==> src/rtl/spram_fifo_drain_pkg.sv <==
// Shared constants and helpers for the SPRAM FIFO drain stage.
package spram_fifo_drain_pkg;

    localparam int FIFO_WIDTH         = 8;
    localparam int SPRAM_READ_LATENCY = 1;

    // Smallest n with 2**n >= value.
    function automatic int log2(input int value);
        int result;
        result = 0;
        for (int i = 0; i < 31; i++) begin
            if ((1 << i) < value) result = i + 1;
        end
        return result;
    endfunction

endpackage

==> src/rtl/spram_fifo_drain_stream_skid_buffer.sv <==
// Circular DEPTH x WIDTH buffer with push/pop/count; absorbs the SPRAM read latency.
module stream_skid_buffer
    import spram_fifo_drain_pkg::*;
#(
    parameter  int WIDTH = FIFO_WIDTH,
    parameter  int DEPTH = 2,
    localparam int PTR_W = log2(DEPTH),
    localparam int CNT_W = PTR_W + 1
) (
    input  logic             clk,
    input  logic             reset,
    input  logic             push,
    input  logic [WIDTH-1:0] push_data,
    input  logic             pop,
    output logic [WIDTH-1:0] head_data,
    output logic [CNT_W-1:0] count
);

    logic [WIDTH-1:0] mem [DEPTH];
    logic [PTR_W-1:0] head;
    logic [PTR_W-1:0] tail;

    // NOTE: the entries are reset too, so the head entry (and out_data) reads 0 after reset.
    always_ff @(posedge clk or posedge reset) begin
        if (reset) begin
            for (int i = 0; i < DEPTH; i++) mem[i] <= '0;
        end else if (push) begin
            mem[tail] <= push_data;
        end
    end

    // NOTE: non-blocking updates keep push and pop in the same cycle order-independent.
    always_ff @(posedge clk or posedge reset) begin
        if (reset) begin
            head  <= '0;
            tail  <= '0;
            count <= '0;
        end else begin
            if (push) tail <= tail + PTR_W'(1);
            if (pop)  head <= head + PTR_W'(1);
            count <= count + CNT_W'(push) - CNT_W'(pop);
        end
    end

    assign head_data = mem[head];

endmodule

==> src/rtl/spram_fifo_drain.sv <==
// Drains a single-ported SPRAM FIFO onto a valid/ready byte stream,
// issuing reads only in cycles where the FIFO is not being written.
module spram_fifo_drain
    import spram_fifo_drain_pkg::*;
#(
    parameter int WIDTH     = FIFO_WIDTH,
    parameter int BUF_DEPTH = 2
) (
    input  logic             clk,
    input  logic             reset,
    input  logic             fifo_data_available,
    input  logic             fifo_write_strobe,
    input  logic [WIDTH-1:0] fifo_read_data,
    output logic             fifo_read_strobe,
    output logic [WIDTH-1:0] out_data,
    output logic             out_valid,
    input  logic             out_ready,
    output logic             busy
);

    localparam int CNT_W = log2(BUF_DEPTH) + 1;
    // Headroom for the reads still in flight on top of the buffered count.
    localparam int OCC_W = CNT_W + SPRAM_READ_LATENCY;

    logic             inflight;
    logic             pop;
    logic [CNT_W-1:0] count;
    logic [OCC_W-1:0] occupancy;

    assign pop       = out_valid & out_ready;
    assign occupancy = OCC_W'(count) + OCC_W'(inflight) - OCC_W'(pop);

    // Held low during reset so a FIFO still reporting data cannot be popped.
    assign fifo_read_strobe = ~reset & fifo_data_available & ~fifo_write_strobe
                              & (occupancy < OCC_W'(BUF_DEPTH));

    always_ff @(posedge clk or posedge reset) begin
        if (reset) inflight <= 1'b0;
        else       inflight <= fifo_read_strobe;
    end

    // The SPRAM output register still holds the read word during a write,
    // so capture is unconditional on inflight.
    stream_skid_buffer #(
        .WIDTH (WIDTH),
        .DEPTH (BUF_DEPTH)
    ) u_buffer (
        .clk       (clk),
        .reset     (reset),
        .push      (inflight),
        .push_data (fifo_read_data),
        .pop       (pop),
        .head_data (out_data),
        .count     (count)
    );

    assign out_valid = (count != '0);
    assign busy      = inflight | out_valid;

endmodule
==> config.mk <==
export PLATFORM = sky130hd
export DESIGN_NAME = spram_fifo_drain
export DESIGN_NICKNAME = d
export VERILOG_FILES = /design/src/rtl/spram_fifo_drain_pkg.sv /design/src/rtl/spram_fifo_drain_stream_skid_buffer.sv /design/src/rtl/spram_fifo_drain.sv
export SDC_FILE = /design/constraint.sdc
export NUM_CORES = 1
export LEC_CHECK = 0
export ABC_AREA = 1
export CELL_PAD_IN_SITES_DETAIL_PLACEMENT = 1
export CELL_PAD_IN_SITES_GLOBAL_PLACEMENT = 2
export CORE_MARGIN = 2
export CORE_UTILIZATION = 28
export CTS_CLUSTER_SIZE = 28
export DETAILED_ROUTE_END_ITERATION = 12
export MAX_ROUTING_LAYER = met4
export PLACE_DENSITY_LB_ADDON = 0.1
export SLEW_MARGIN = 25
export SYNTH_ARGS = -nofsm -noshare
export SYNTH_HDL_FRONTEND = slang
export SYNTH_SLANG_ARGS = --single-unit
export TNS_END_PERCENT = 100
==> constraint.sdc <==
create_clock -name clk -period 2.5 [get_ports clk]
set_input_delay 0.375 -clock clk [delete_from_list [all_inputs] [get_ports clk]]
set_output_delay 0.375 -clock clk [all_outputs]
set_load 0.02 [all_outputs]
==> impl_metrics.py <==
metrics = {
    "synth": {
        "synth-main-ff-cell": "dfrtp_1",
        "yosys.area.top_type": "dfrtp_1",
        "synth-edff-count": 0,
        "avgSynthCellArea_sq_um": 8.534,
        "synth_area_sq_um": 998.5,
        "async_reset_ff_share_pct": 100.0,
        "synth.ff_latch_count": 21,
        "seq_area_frac_synth_pct": 52.63,
        "synth_cells": 117,
        "synthTopCellsByCount": "nand2_1, dfrtp_1, inv_1",
        "syn_nets": 133,
        "synth_cell_type_count": 14,
        "synth_top_area_share_pct": 52.63,
        "post-synth-top-count-cell": "nand2_1",
        "ys_warn_count": 0,
        "netlist_top_cells_area": "dfrtp_1, nand2_1, o21ai_2",
    },
    "timing": {
        "clock-skew-final_ps": 7.161,
        "hold_viol": 0,
        "max_slew_margin_pct": 71.07,
        "fmax_ghz": 0.3745,
        "period_minus_slack_ps": 2670,
        "worst_slack_ps": -170.1,
        "layout_worst_path_cycle_share_pct": 106.8,
        "grt_setup_unrepaired": "yes",
        "tns_ps": -170.1,
        "setup_viol": 1,
        "worstMarginPinSlew_ps": 432.5,
        "drv_slew": 0,
    },
    "die": {
        "die_area_sq_um": 4060,
        "ios": 24,
        "die_y_microns": 63.72,
        "core_region_area_sq_um": 3390,
        "start_util_pct": 29.46,
        "die_w_microns": 63.72,
        "row_count": 21,
    },
    "clock_tree": {
        "h-tree-depth": 1,
        "cts_root_buffer": "clkbuf_4",
        "cts_made_buffers": 3,
        "clkLatencyLatePin_ps": 300,
        "cts.path.max_buffers": 2,
        "cts_tree": "built",
        "clock_sinks": 21,
        "path_clk_slew_ps": 120,
        "postCtsHoldBufs": 0,
    },
    "drt": {
        "drt-vias-per-instance": 4.316,
        "ant_nets": 0,
        "dr.pass1.iters": 4,
        "wirelength_mm": 2.158,
        "vias": 833,
        "drc": 0,
        "wl_per_cell_microns": 11.18,
        "drt_iter0_drc": 18,
    },
    "power_and_ir_drop": {
        "peakVddDrop_mv": 0.4221,
        "p_leak_nw": 0.6949,
        "powerDensity_nw_per_um2": 1252,
        "finalPower_mw": 1.677,
    },
    "critical_path": {
        "cp_max_fo": 2,
        "critPathMaxStageDelay_ps": 420,
        "r2r-end": "inflight",
        "cp.required_ps": 2120,
        "crit_arrival_ps": 2300,
        "path_cells": "o21ai_2, inv_1, ha_1, inv_1, ha_2, fa_1, nor2_1, nand3_1, nor2_2, buf_6",
        "worstSetupStartpointType": "flip-flop",
        "crit_path_top_delay_cell": "dfrtp_1",
        "path_class": "flip-flop to output pin",
        "cp-startpoint": "u_buffer.count[1]",
        "reg2reg_slack_ps": 570,
        "reg2reg_from": "u_buffer.count[1]",
        "crit_path_end_kind": "output pin",
        "cp_common_cell": "inv_1",
        "reg2regPathDepth": 9,
    },
    "placement": {
        "place_inst": 187,
        "io_buffers": 23,
        "pre_cts_ws_ps": -738.0,
        "gp_congestion": 0.6413,
        "dp_hpwl_mm": 1.539,
    },
    "cells_and_area": {
        "stdcell_count": 193,
        "n_antenna_cell": 0,
        "drive_gt1_share_pct": 18.37,
        "syn_to_final_growth_pct": 34.21,
        "nets": 164,
    },
    "status": {
        "status": "finished with violations",
        "violations": "negative setup slack",
    },
    "global_route": {
        "antenna_found_initial": 0,
        "grt_max_degree": 22,
        "grt_pass1_wl_mm": 3.774,
        "grt_pass1_vias": 868,
        "grt_remaining_overflow": 0,
        "track_usage_pct": 12.22,
    },
    "hold_path": {
        "hp-class": "input port to async pin",
    },
    "flow_run": {
        "cap_violations": 0,
    },
}
==> worst max-delay path: cells and delay by family (launching register included) <==
family                     cells  cell delay [ps]
AOI/OAI and AO/OA              1              160
buffers and inverters          3              250
and+or+nand+nor                3              300
DFF                            1              420
adders and majority gates      3              860
==> report_power, final <==
group / switching (mW) / internal (mW) / total [mW]
Sequential: 0.114 / 0.498 / 0.612
Combinational: 0.470 / 0.431 / 0.901
Clock: 0.104 / 0.0595 / 0.164
==> state kept, by name, summed over array words and instances, names as in the netlist <==
name and cells:
u_buffer.tail 1, u_buffer.mem 16, u_buffer.count 2, inflight 1, u_buffer.head 1
==> cells in the final DEF (no fill, tap or decap) <==
cell type / netlist / final
buf_4: 0 / 6
buf_6: 2 / 1
clkbuf_4: 0 / 3
clkdlybuf4s50_1: 0 / 21
clkinv_2: 0 / 1
dfrtp_1: 21 / 21
dlygate4sd2_1: 0 / 1
fa_1: 1 / 1
ha_1: 2 / 1
ha_2: 0 / 1
inv_1: 16 / 16
inv_2: 2 / 2
nand2_1: 47 / 47
nand2_2: 3 / 3
nand3_1: 3 / 3
nor2_1: 2 / 1
nor2_2: 0 / 1
o21ai_1: 8 / 8
o21ai_2: 8 / 9
==> area by class of cell <==
class | count | area [sq um]
Sequential cell | 21 | 525.5
Clock inverter | 1 | 5.005
Clock buffer | 3 | 22.52
Fill cell | 416 | 2049
Timing Repair Buffer | 29 | 275.3
Inverter | 18 | 67.56
Tap cell | 46 | 57.56
Multi-Input combinational cell | 75 | 386.6
==> per-stage QoR <==
stage                     area (sq um)  utilization (%)  hold slack (ps)
final                             1340            39.53            433.1
after global routing              1340            39.53            448.3
after CTS                         1319            38.91            446.7
after detailed placement          1289            38.02            471.8
after global placement            1289            38.02            465.0
after floorplan                  998.5                -            360.1
==> repair_timing <==
| action | in CTS | in global routing |
|---|---|---|
| cloned | 0 | 0 |
| gates resized for setup | 9 | 2 |
| pin swaps | 0 | 1 |
| setup buffers | 0 | 2 |
| endpoints found under the setup margin | 1 | 1 |
==> logic make-up after synthesis <==
logic type / share of synthesized area (%)
adders and majority gates: 4.511
AOI/OAI and AO/OA: 11.53
buffers and inverters: 9.524
DFF: 52.63
and+or+nand+nor: 21.80
==> layer usage <==
metal | track usage [%] | vias up | part of all wire, % | wire, microns
li1 | - | 415 | - | -
met1 | 14.16 | 399 | 46 | 998
met2 | 21.32 | 17 | 49 | 1068
met3 | 2.143 | 2 | 3.4 | 74
met4 | 4.076 | 0 | 0.74 | 16
met5 | - | - | 0 | 0
==> how the worst max path moves through the flow <==
stage / endpoint
2_1_floorplan: fifo_read_strobe
3_5_place_dp: fifo_read_strobe
4_1_cts: fifo_read_strobe
5_1_grt: fifo_read_strobe
3_3_place_gp: fifo_read_strobe
6_report: fifo_read_strobe
(Power assumes the default switching activity.)
